===== src/rtl/screen_pkg.sv =====
// screen_pkg: shared screen ids, fade FSM encoding and default parameters for the compositor
package screen_pkg;

    localparam int unsigned SCR_TITLE = 0;
    localparam int unsigned SCR_GAME  = 1;
    localparam int unsigned SCR_INBET = 2;
    localparam int unsigned SCR_WIN   = 3;
    localparam int unsigned SCR_GOVER = 4;

    localparam int unsigned NUM_SCREENS_DEF    = 5;
    localparam int unsigned CL_W_DEF           = 5;
    localparam int unsigned MODE_W_DEF         = 3;
    localparam int unsigned FADE_SHIFT_DEF     = 4;
    localparam int unsigned DEFAULT_SCREEN_DEF = SCR_TITLE;

    typedef enum logic [1:0] {
        SHOW     = 2'd0,
        FADE_OUT = 2'd1,
        FADE_IN  = 2'd2
    } fade_state_e;

endpackage


===== src/rtl/color_decode.sv =====
// color_decode: logical colour index to RGB565
// Ports: cl_i logical colour in; r_o/g_o/b_o RGB565 components out (combinational).
// Indices 0..7 are fixed primaries; 8 and above form a grey ramp.
module color_decode
    import screen_pkg::*;
#(
    parameter int unsigned CL_W = CL_W_DEF
) (
    input  logic [CL_W-1:0] cl_i,
    output logic [4:0]      r_o,
    output logic [5:0]      g_o,
    output logic [4:0]      b_o
);
    logic [4:0] v;
    assign v = 5'(cl_i);
    always_comb begin
        {r_o, g_o, b_o} = {v, v, v[4], v};
        case (v)
            5'd0: {r_o, g_o, b_o} = 16'h0000;
            5'd1: {r_o, g_o, b_o} = 16'hFFFF;
            5'd2: {r_o, g_o, b_o} = 16'hF800;
            5'd3: {r_o, g_o, b_o} = 16'h07E0;
            5'd4: {r_o, g_o, b_o} = 16'h001F;
            5'd5: {r_o, g_o, b_o} = 16'hFFE0;
            5'd6: {r_o, g_o, b_o} = 16'h07FF;
            5'd7: {r_o, g_o, b_o} = 16'hF81F;
            default: ;
        endcase
    end
endmodule


===== src/rtl/screen_fade_scaler.sv =====
// screen_fade_scaler: combinational RGB565 brightness scaling, c_out = (c * level) >> FADE_SHIFT
// Ports: r_i/g_i/b_i colour in; level_i 0..2**FADE_SHIFT; r_o/g_o/b_o scaled colour out.
module screen_fade_scaler
    import screen_pkg::*;
#(
    parameter int unsigned FADE_SHIFT = FADE_SHIFT_DEF
) (
    input  logic [4:0]          r_i,
    input  logic [5:0]          g_i,
    input  logic [4:0]          b_i,
    input  logic [FADE_SHIFT:0] level_i,
    output logic [4:0]          r_o,
    output logic [5:0]          g_o,
    output logic [4:0]          b_o
);
    localparam int unsigned RBW = 5 + FADE_SHIFT + 1;
    localparam int unsigned GW  = 6 + FADE_SHIFT + 1;

    logic [RBW-1:0] r_p, b_p;
    logic [GW-1:0]  g_p;

    assign r_p = RBW'(r_i) * RBW'(level_i);
    assign g_p = GW'(g_i) * GW'(level_i);
    assign b_p = RBW'(b_i) * RBW'(level_i);
    assign r_o = 5'(r_p >> FADE_SHIFT);
    assign g_o = 6'(g_p >> FADE_SHIFT);
    assign b_o = 5'(b_p >> FADE_SHIFT);
endmodule


===== src/rtl/vga_screen_compositor.sv =====
// vga_screen_compositor: selects one of NUM_SCREENS colour streams, decodes to RGB565, registers it
// Ports: clk, rst (async, active-high); mode_req requested screen; frame_start frame pulse;
//        video_on active-video qualifier; cl_in packed logical colours (screen i at [i*CL_W +: CL_W]);
//        active_mode routed screen; busy fade in progress; vga_r/vga_g/vga_b registered RGB565.
// Build option: define SCREEN_FADE_EN for fade-out/fade-in on screen changes; otherwise hard cut.
module vga_screen_compositor
    import screen_pkg::*;
#(
    parameter int unsigned NUM_SCREENS    = NUM_SCREENS_DEF,
    parameter int unsigned CL_W           = CL_W_DEF,
    parameter int unsigned MODE_W         = MODE_W_DEF,
    parameter int unsigned FADE_SHIFT     = FADE_SHIFT_DEF,
    parameter int unsigned DEFAULT_SCREEN = DEFAULT_SCREEN_DEF
) (
    input  logic                      clk,
    input  logic                      rst,
    input  logic [MODE_W-1:0]         mode_req,
    input  logic                      frame_start,
    input  logic                      video_on,
    input  logic [NUM_SCREENS*CL_W-1:0] cl_in,
    output logic [MODE_W-1:0]         active_mode,
    output logic                      busy,
    output logic [4:0]                vga_r,
    output logic [5:0]                vga_g,
    output logic [4:0]                vga_b
);
    if (NUM_SCREENS > (1 << MODE_W) || FADE_SHIFT == 0) begin : g_bad_params
        $error("vga_screen_compositor: MODE_W too narrow or FADE_SHIFT zero");
    end

    localparam logic [MODE_W-1:0] DEF_MODE = MODE_W'(DEFAULT_SCREEN);

    logic [MODE_W-1:0] req, active_mode_q;
    logic [CL_W-1:0]   cl_sel;
    logic [4:0]        dec_r, dec_b, pix_r, pix_b, vga_r_q, vga_b_q;
    logic [5:0]        dec_g, pix_g, vga_g_q;

    // Out-of-range requests fall back to the title screen.
    assign req = (32'(mode_req) < NUM_SCREENS) ? mode_req : '0;

    always_comb begin
        cl_sel = '0;
        for (int i = 0; i < NUM_SCREENS; i++)
            if (32'(active_mode_q) == i) cl_sel = cl_in[i*CL_W +: CL_W];
    end

    color_decode #(.CL_W(CL_W)) u_decode (
        .cl_i (cl_sel),
        .r_o  (dec_r),
        .g_o  (dec_g),
        .b_o  (dec_b)
    );

`ifdef SCREEN_FADE_EN
    localparam int unsigned LW = FADE_SHIFT + 1;
    localparam logic [LW-1:0] LVL_FULL = LW'(1 << FADE_SHIFT);

    fade_state_e       state_q;
    logic [LW-1:0]     level_q;
    logic [MODE_W-1:0] pending_q;

    // All fade state advances once per frame so brightness is constant within a frame.
    always_ff @(posedge clk or posedge rst) begin
        if (rst) begin
            state_q       <= FADE_IN;
            level_q       <= '0;
            pending_q     <= DEF_MODE;
            active_mode_q <= DEF_MODE;
        end else if (frame_start) begin
            case (state_q)
                SHOW: begin
                    if (req != active_mode_q) begin
                        pending_q <= req;
                        state_q   <= FADE_OUT;
                    end
                end
                FADE_OUT: begin
                    pending_q <= req;
                    if (req == active_mode_q) begin
                        // Request withdrawn: climb back from the current level.
                        state_q <= FADE_IN;
                    end else begin
                        level_q <= level_q - LW'(1);
                        // Switch on the frame that reaches black so the cut is invisible.
                        if (level_q <= LW'(1)) begin
                            active_mode_q <= pending_q;
                            state_q       <= FADE_IN;
                        end
                    end
                end
                default: begin
                    // Saturates so a withdrawal at full level still lands cleanly in SHOW.
                    level_q <= (level_q >= LVL_FULL - LW'(1)) ? LVL_FULL : level_q + LW'(1);
                    if (level_q >= LVL_FULL - LW'(1)) state_q <= SHOW;
                end
            endcase
        end
    end

    assign busy = (state_q != SHOW);

    screen_fade_scaler #(.FADE_SHIFT(FADE_SHIFT)) u_scaler (
        .r_i     (dec_r),
        .g_i     (dec_g),
        .b_i     (dec_b),
        .level_i (level_q),
        .r_o     (pix_r),
        .g_o     (pix_g),
        .b_o     (pix_b)
    );
`else
    always_ff @(posedge clk or posedge rst) begin
        if (rst) active_mode_q <= DEF_MODE;
        else if (frame_start) active_mode_q <= req;
    end

    assign busy  = 1'b0;
    assign pix_r = dec_r;
    assign pix_g = dec_g;
    assign pix_b = dec_b;
`endif

    always_ff @(posedge clk or posedge rst) begin
        if (rst) begin
            vga_r_q <= '0;
            vga_g_q <= '0;
            vga_b_q <= '0;
        end else begin
            vga_r_q <= video_on ? pix_r : '0;
            vga_g_q <= video_on ? pix_g : '0;
            vga_b_q <= video_on ? pix_b : '0;
        end
    end

    assign active_mode = active_mode_q;
    assign vga_r       = vga_r_q;
    assign vga_g       = vga_g_q;
    assign vga_b       = vga_b_q;
endmodule


===== config.mk =====
export PLATFORM = sky130hd
export DESIGN_NAME = vga_screen_compositor
export DESIGN_NICKNAME = d
export VERILOG_FILES = /design/src/rtl/screen_pkg.sv /design/src/rtl/color_decode.sv /design/src/rtl/screen_fade_scaler.sv /design/src/rtl/vga_screen_compositor.sv
export SDC_FILE = /design/constraint.sdc
export NUM_CORES = 1
export LEC_CHECK = 0
export BUFFER_PORTS_ARGS = -buffer_cell sky130_fd_sc_hd__buf_2
export CORE_MARGIN = 8
export CORE_UTILIZATION = 47
export DETAILED_ROUTE_END_ITERATION = 10
export GPL_ROUTABILITY_DRIVEN = 0
export PLACE_DENSITY = 0.82
export SETUP_SLACK_MARGIN = 0.15
export SLEW_MARGIN = 20
export SYNTH_ARGS = -nofsm -noshare
export SYNTH_HDL_FRONTEND = slang
export SYNTH_SLANG_ARGS = --single-unit

===== constraint.sdc =====
create_clock -name clk -period 2 [get_ports clk]
set_input_delay 0.4 -clock clk [delete_from_list [all_inputs] [get_ports clk]]
set_output_delay 0.4 -clock clk [all_outputs]
set_load 0.03 [all_outputs]

Word-level counts from Yosys, hierarchy flattened
Cells that the tools add are included.

Bits in registers: 19. Input bits: 32.

Order comparisons: 1. Eq/ne operators: 11. Mux-type cells: 12. Reductions and logical operators: 8.

Operator list (number): $mux 5 (7); $reduce_or 4->1 (6); $eq 5x3->1 const B (4); $pmux 5 s2 (2); $pmux 6 s2 (1); $eq 5x2->1 const B (2); $eq 3x2->1 const B (2); $mux 6 (1); $eq 5x1->1 const B (1); $logic_not 5->1 (1); $eq 3x1->1 const B (1); $eq 3x3->1 const B (1); $logic_not 3->1 (1); $lt 3x3->1 const B (1); $mux 3 (1).

Depth between registers and ports, before layout
Gate-level depths: netlist (run 1).

Depth after elaboration: 10. Mapped depth: 8.

Hierarchy
From an unflattened synthesis (run 1), not the netlist that was laid out.

Cell total of the unflattened synthesis: 121. Area, all modules: 1179.9 sq um.

By module, submodules not included: vga_screen_compositor (instances 1, cells each 78, area each 885.8 sq um, seq. area each 475.5 sq um); color_decode (instances 1, cells each 43, area each 294.0 sq um, seq. area each 0.0 sq um).

Worst setup path after synthesis (run 1)
No wires, ideal clock.

Kind: flip-flop to flip-flop. From: register active_mode_q[0], in the netlist active_mode[0]. To: register vga_b_q[3], in the netlist vga_b[3]. Arrival: 1.941 ns. Required time: 1.880 ns. Setup slack: -0.061 ns. Cell stages (with the launch flop): 9. Buffers on the path: 2. Cells stage by stage: dfrtp_1 -> buf_6 -> mux2i_1 -> nor3_1 -> a211o_1 -> buf_6 -> or3_1 -> nand4_1 -> nand2_1.

Longest elaborated chain between the ends: 10. Elaborated cells on any way between the ends: 22.

Ends and longest elaborated chain: start: declaration (RTL line vga_screen_compositor.sv:33) `logic [MODE_W-1:0] req, active_mode_q;`; start signal: assignment (RTL line vga_screen_compositor.sv:114) `else if (frame_start) active_mode_q <= req;`; $logic_not 3->1 (RTL line vga_screen_compositor.sv:44) `if (32'(active_mode_q) == i) cl_sel = cl_in[i*CL_W +: CL_W];`; $mux 5 (4 in series) (RTL line vga_screen_compositor.sv:44); $mux 5 * (RTL line vga_screen_compositor.sv:44); $eq 5x1->1, or another cell as far along (RTL line color_decode.sv:18) `case (v)`; $reduce_or 4->1 (no line); $pmux 5 s2 * (RTL line color_decode.sv:18); $mux 5 * (RTL line vga_screen_compositor.sv:131) `vga_b_q <= video_on ? pix_b : '0;`; end signal: assignment (RTL line vga_screen_compositor.sv:131); end: declaration (RTL line vga_screen_compositor.sv:35) `logic [4:0] dec_r, dec_b, pix_r, pix_b, vga_r_q, vga_b_q;`.

Every way passes the cells marked *; elsewhere a longest branch is shown, timed or not. A chain may end at the register's enable or synchronous reset.

Worst setup path in the final report (run 1)
From: register active_mode_q[0], in the netlist active_mode[0]. To: register vga_r_q[3], in the netlist vga_r[3].

Longest elaborated chain between the ends: 10. Elaborated cells on any way between the ends: 22.

Ends and longest elaborated chain: $logic_not 3->1 (RTL line vga_screen_compositor.sv:44); $mux 5 (4 in series) (RTL line vga_screen_compositor.sv:44); $mux 5 * (RTL line vga_screen_compositor.sv:44); $eq 5x1->1, or another cell as far along (RTL line color_decode.sv:18); $reduce_or 4->1 (no line); $pmux 5 s2 * (RTL line color_decode.sv:18); $mux 5 * (RTL line vga_screen_compositor.sv:129) `vga_r_q <= video_on ? pix_r : '0;`; end signal: assignment (RTL line vga_screen_compositor.sv:129); end: declaration (RTL line vga_screen_compositor.sv:35).

Marks and branches as above.

==> summary by stage, run 1 <==
Hold path
The class of the most critical hold timing path is in2async.

Finish
Leaving out filler cells and counting taps, the final layout contains approximately 220. The number of antenna repair diodes is 0. Compared with the post-synthesis result, the final layout area differs by 46.58%. After the last flow step, the layout net total stands at around 230.

The layout cell share with drive strength beyond 1 is 57.73%.

GRT
Entering global routing, the biggest net connects 19 pins. The via count of the first global-routing pass is between 1000 and 1500. The wire length of the first global-routing pass is about 6.3 mm.

Across every metal layer, demand over resource in global routing totals a little under a fifth. The number of antenna violations at the first check in global routing is 0. Global routing finished with a remaining overflow of 0.

Yosys
Of the synthesized area, sequential elements account for about 37%. Sorting the synthesized cells by area gives the leading types as sky130_fd_sc_hd__dfrtp_1 37%, sky130_fd_sc_hd__buf_6 4.7%, sky130_fd_sc_hd__o21a_1 4.4%, sky130_fd_sc_hd__nand2_1 3.4%, sky130_fd_sc_hd__mux2_2 2.8%. The number of distinct library cell variants in the gate-level netlist after synthesis is 46. In the synthesized netlist, the cells that appear most often are 18 x sky130_fd_sc_hd__dfrtp_1, 11 x sky130_fd_sc_hd__nand2_1, 7 x sky130_fd_sc_hd__o21a_1, 6 x sky130_fd_sc_hd__a21oi_1. Each instance of the synthesized netlist takes up on average a little over 10 um^2. Synthesis handed over a netlist of 120 instances.

The top flip-flop cell by instance count after synthesis is sky130_fd_sc_hd__dfrtp_1. The most numerous cell in the Yosys netlist is sky130_fd_sc_hd__dfrtp_1. The register bit total from synthesis is 18. The cell area after synthesis is around 1200 um^2. The fraction of synthesis flops using an asynchronous set or reset pin is 100.0%. Summed over its instances, the top area cell type makes up between 30% and 40% of the synthesized netlist area.

The library cell with the largest summed area after synthesis is sky130_fd_sc_hd__dfrtp_1. The total nets after synthesis is ~150. In this run, synthesis inferred 0 flip-flops with an integrated enable. The warning count from the yosys run is 0.

Place
The detailed-placement wirelength estimate is about 2.4 mm. The placed instance count is a little over 200. The number of port buffers is 50. Before CTS, the worst setup slack after placement is -71.21 ps.

Timing
Setup repair after global routing could not meet its margin everywhere. The final sum of negative setup slack is -1025 ps. For the pin with the worst max-slew slack, the measured transition is 672.8 ps. The count of endpoints failing hold in the final timing report is 0. The post-route clock period utilization is 106.7%. In this run the tightest slew margin relative to its limit is between 50% and 60%. Across all setup checks in the final design, the least slack found is -134.6 ps.

The final setup violation count is 13. The worst clock skew is around 7.7 ps. The upper clock frequency limit is 468.5 MHz. The max-slew violation count was 0.

The worst path in the final design needs a cycle of ~2100 ps, including I/O delays and setup.

Worst setup path
The critical path launch point type is a flop. The critical path is of the reg2reg type. For the worst setup path, the data arrival time is 2330 ps. Of all nets on the critical path, the largest fanout is 7. The setup check on the worst reg-to-reg path leaves a slack of -130 ps.

The data required time of the worst path is approximately 2200 ps. The worst setup path is captured at a flop.

Floorplan
Pin placement for this block handled 52 I/O pins. The floorplan step defined a die boundary enclosing about 4400 um^2. The standard cell core area is roughly 2500 um^2. The initial core utilization is approximately half. The die is 66.66 um wide. The die height is ~67 um. Row generation in the floorplan step produced 18 rows.

Clocking
Counting every sink on the clock net gives 18. Clock tree synthesis inserted a total of 3 buffers. Clock-pin slew was measured on the worst setup and hold paths at ~120 ps. The library cell used as clock root buffer is sky130_fd_sc_hd__clkbuf_4. No sink is reached through more buffers than the 2 on the longest clock path. TritonCTS built the clock tree.

The clock latency reported for the late side of the worst-skew pair is 310 ps. In this run the number of H-tree levels came out at 1.

Drt
The first TritonRoute pass finished after 4 iterations. The detailed-route vias per instance is a little under 6. The number of nets with antenna violations after routing is 0. In the final routed layout, each cell accounts on average for around 19 um. The wire length after detailed routing is roughly 4.3 mm. Summing over every cut layer, the via total after detailed routing is 1328. The number of DRC violations after detailed routing is 0. In this run, the number of DRC markers left after iteration 0 of detailed routing was around 70.

Status
The final reports fail on negative setup slack. The run finished, with violations left.

Pwr
IR analysis of the VDD net gives a maximum drop of 0.5259 mV. The leakage dissipation is about 0.00089 uW. The power per cell area is ~790 nW/um^2.

Job
The count of maximum capacitance violations is 0.
-- sequential cells by signal, indices dropped and copies added (netlist names) --
register and count:
vga_b 5, vga_g 5, vga_r 5, active_mode 3
-- path summary, 6_finish.rpt --
check / startpoint / end / depth (start not counted)
setup / recovery: active_mode[0] / vga_r[3] / 8
hold / removal: rst / vga_g[2] / 2
setup reg to reg: active_mode[0] / vga_r[3] / 8
hold reg to reg: active_mode[2] / active_mode[2] / 2
max in group asynchronous: rst / active_mode[1] / 2
min in group clk: frame_start / active_mode[1] / 2
-- cell type report --
class	count	area (um^2)
multi-input cells	89	720.7
fillers	181	686.9
repair buffers	80	508.0
flip-flops and latches	18	454.2
well taps	30	37.54
clock buffers	4	36.28
inverters	3	11.26
-- metrics by stage --
step	hold slack (ps)	power (uW)	utilization (%)	instance area (um^2)
after floorplan	338.4	865.8	-	1215
after global placement	505.8	1015	61.72	1515
after detailed placement	549.1	1027	61.72	1515
after CTS	212.1	1332	68.55	1683
after global routing	229.2	1471	72.02	1768
final	169.1	1399	72.02	1768
-- routing by layer --
metal	share of wire [%]	global-route usage [%]
met1	35	19.88
met2	52	32.38
met3	8.9	4.362
met4	4.1	9.600
met5	0	0
-- cell usage in the layout, fill, tap and decap left out, types with 3 or more instances in the layout --
cell type and n:
sky130_fd_sc_hd__o21a_1 7, sky130_fd_sc_hd__nor3_1 3, sky130_fd_sc_hd__buf_4 26, sky130_fd_sc_hd__clkbuf_4 3, sky130_fd_sc_hd__dfrtp_1 15, sky130_fd_sc_hd__nand2_1 11, sky130_fd_sc_hd__buf_2 50, sky130_fd_sc_hd__dfrtp_2 3
sky130_fd_sc_hd__nand4_1 3, sky130_fd_sc_hd__mux2_2 3, sky130_fd_sc_hd__nand3b_1 3, sky130_fd_sc_hd__mux2i_1 3, sky130_fd_sc_hd__o21ai_0 5, sky130_fd_sc_hd__a21oi_1 6, sky130_fd_sc_hd__a22oi_2 3
-- kinds of logic after synthesis --
| kind of cell | Yosys count | synth area share [%] |
|---|---|---|
| AOI/OAI and AO/OA | 40 | 26.66 |
| and+or+nand+nor | 40 | 20.12 |
| DFF | 18 | 37.34 |
| buffers and inverters | 13 | 8.402 |
| muxes | 8 | 7.157 |
| other | 1 | 0.3109 |
-- report_power, final --
part           leakage (uW)  switching (uW)  internal [uW]
clock network     0.0000210             128            111
logic              0.000642             426            294
registers          0.000228            22.2            418
total              0.000891             576            823
-- timing repair --
item                                    in CTS  in global routing
pin swaps                                    4                  4
resized for setup                           10                  6
buffers inserted                            11                  7
hold endpoints to repair                     0                  0
endpoints found under the setup margin      15                 15
hold buffers                                 0                  0
-- worst max-delay path: stages, from the launching register on --
cell and delay, ps:
sky130_fd_sc_hd__dfrtp_2 480, sky130_fd_sc_hd__buf_4 160, sky130_fd_sc_hd__nor3b_4 330, sky130_fd_sc_hd__buf_4 210, sky130_fd_sc_hd__a211o_1 300, sky130_fd_sc_hd__buf_4 190, sky130_fd_sc_hd__a21oi_2 70, sky130_fd_sc_hd__o211ai_2 200
sky130_fd_sc_hd__nand2_1 70
No activity file was read; power rests on OpenSTA's default activity.
==> run 2, diff against run 1 <==
==> constraint.sdc (replaced) <==
create_clock -name clk -period 2 [get_ports clk]
set_input_delay 0.5 -clock clk [delete_from_list [all_inputs] [get_ports clk]]
set_output_delay 0.5 -clock clk [all_outputs]
set_load 0.03 [all_outputs]
==> run 2 against run 1 <==
  * The run still ends with negative setup slack left
  * Critical path depth unchanged
  * Core utilization up 4.1 points
  * Cell area up 5.7%
  * Count of clock-buffer cells in the layout unchanged
  * Worst setup slack better by 76 ps
  * Largest cell class unchanged
==> summary by stage, run 2 (same netlist as run 1, synthesis figures left out) <==
Status
The flow ran to the end, but the final reports show violations. The checks that failed: negative setup slack.

Floorplan
Once the floorplan was initialized, standard cells occupied about half of the core. The die area is around 4400 um^2. In this run the standard cell core region covers 2455 um^2. Pin placement for this block handled 52 I/O pins. The standard-cell row count is 18. The die width is between 60 and 70 um. Measured along the y axis, the die boundary spans roughly 67 um.

Finish
The number of antenna repair diodes is 0. Leaving out fill and tap cells, the most frequent cells in the layout are 50 x sky130_fd_sc_hd__buf_2, 24 x sky130_fd_sc_hd__buf_4, 16 x sky130_fd_sc_hd__dfrtp_1. The total number of nets in the final design is 233. The area of all placed cells without fillers is between 1500 and 2000 um^2. The layout cell share with drive strength beyond 1 is between 60% and 70%. The library cell used most frequently in the layout, excluding fill and tap cells, is sky130_fd_sc_hd__buf_2. The final non-filler cell total is 230. The signed area change from the synthesized netlist to the final layout is 54.98%.

Worst setup path
Along the worst path, the maximum fanout reaches 6. The arrival time at the worst endpoint is ~2300 ps. In this run the critical register-to-register path is launched from active_mode[1]. For the worst setup path, the data required time is ~2200 ps.

In this run the worst setup path terminates at vga_g[0]. By startpoint and endpoint, the worst setup path is classified as reg2reg. The critical path launch point type is a flop. The path depth of the worst reg2reg path is 8.

The worst setup path is captured at a flop. The endpoint of the lowest-slack register-to-register path is vga_g[0]. The setup slack of the most critical reg-to-reg path is -60 ps.

The first element of the critical path is active_mode[1].

Clocking
The number of levels the H-tree was split into is 1. Buffers inserted during clock tree synthesis total 3. The later pin in the worst-skew pair is clocked with a latency of approximately 300 ps. After clock tree synthesis, the clock-pin slew on the worst setup and hold paths is 100 ps. TritonCTS built the clock tree. The hold-fix buffer count after cts is 0. The tree is rooted in a sky130_fd_sc_hd__clkbuf_4. The number of clock sinks seen by CTS is 18. The clock tree buffer depth is 2.

GRT
The first global-routing pass estimated 6.561 mm of wire. Entering global routing, the biggest net connects 19 pins. The via count of the first global-routing pass was between 1000 and 1500. The overall global routing resource usage is between 10% and 20%. The number of antenna violations at the first check in global routing came to 0. For this run the aggregate overflow at the end of global routing stands at 0.

Timing
The final hold slack is ~280 ps. The slew at the pin with the worst max-slew slack is 682.6 ps. Setup repair after global routing could not meet its margin everywhere. The worst relative slew slack is a little over half. Summed over all failing endpoints, the final setup total negative slack is -444.5 ps.

The final setup violation count is 13. The least setup slack across all paths after layout is -58.48 ps. Based on the critical path, the design can be clocked at up to 485.8 MHz. The post-route clock period utilization is 102.9%. The count of endpoints failing hold in the final timing report is 0. The worst clock skew is a little under 3 ps. The shortest period the worst path allows is between 2000 and 2500 ps. The max-slew violation count was 0.

Pwr
The design draws approximately 1500 uW. For this design the ratio of total power to cell area is around 780 nW/um^2. The worst voltage drop across the vdd grid is 0.6487 mV. For this design the static power due to leakage is 0.0009361 uW.

Drt
The count of nets left with antenna violations once routing finished came out at 0. The via count is between 1000 and 1500. Before antenna repair, the detailed router went through 4 iterations.

For this run, design rule violations remaining after detail routing come to 0. Wires add up to ~4.2 mm. Using the TritonRoute via totals, the vias-per-cell ratio works out to approximately 5.8. The detail-routed net length per standard cell is ~18 um. The iteration-0 DRC count of the detailed router is between 50 and 60.

Place
After detailed placement, the total cell area comes to 1553 um^2. The detailed-placement wirelength estimate is roughly 2.7 mm. The count of buffers added on input and output ports is 50. The placed instance count is approximately 210.

Job
Across the run, the number of max-cap violations was 0.

Hold path
In this run the worst hold path is classified as in2async.
[run 2: stage by stage]
stage	setup slack, ps	utilization (%)
final	-58.48	76.15
after global routing	-137.6	76.15
after detailed placement	-25.06	63.25
after CTS	42.80	73.04
after global placement	54.56	63.25
after floorplan	44.28	-
[run 2: worst min path at each step]
| stage | to | slack, ps | depth (start not counted) |
|---|---|---|---|
| 2_1_floorplan | active_mode[2] | 440 | 1 |
| 3_3_place_gp | vga_g[2] | 620 | 2 |
| 3_5_place_dp | vga_g[2] | 640 | 2 |
| 4_1_cts | vga_b[1] | 310 | 2 |
| 5_1_grt | vga_r[0] | 330 | 2 |
| 6_report | vga_r[1] | 280 | 2 |
[run 2: layout make-up]
type                    count  area, um^2
clock buffers               4       36.28
fillers                   159       585.6
inverters                   3       16.27
well taps                  30       37.54
multi-input cells          89       752.0
repair buffers             86       574.3
flip-flops and latches     18       452.9
[run 2: critical path: stages (launching register included)]
cell and delay [ps]:
sky130_fd_sc_hd__dfrtp_2 450, sky130_fd_sc_hd__buf_6 140, sky130_fd_sc_hd__nor4bb_1 360, sky130_fd_sc_hd__a211o_1 220, sky130_fd_sc_hd__nor2_4 60, sky130_fd_sc_hd__buf_4 180, sky130_fd_sc_hd__or3_1 370, sky130_fd_sc_hd__nand4_1 100
sky130_fd_sc_hd__nand2_1 60
[run 2: report_power, final]
part	leakage, uW	internal [uW]	switching (uW)
Clock	0.0000210	111	119
Combinational	0.000686	350	446
Sequential	0.000229	418	19.5
[run 2: repair_timing]
action	CTS	global route
buffers inserted	16	3
pin swaps	14	14
endpoints found under the setup margin	15	15
resized for setup	26	16
[run 2: per-layer routing]
layer  routed length [um]  share of wire [%]  up-vias  track usage [%]
met5                    0                  0        -                0
met1                 1463                 35      644            18.00
met2                 2222                 53       61            35.84
li1                     -                  -      606                -
met4                  218                5.2        0            8.533
met3                  326                7.7       23            5.537
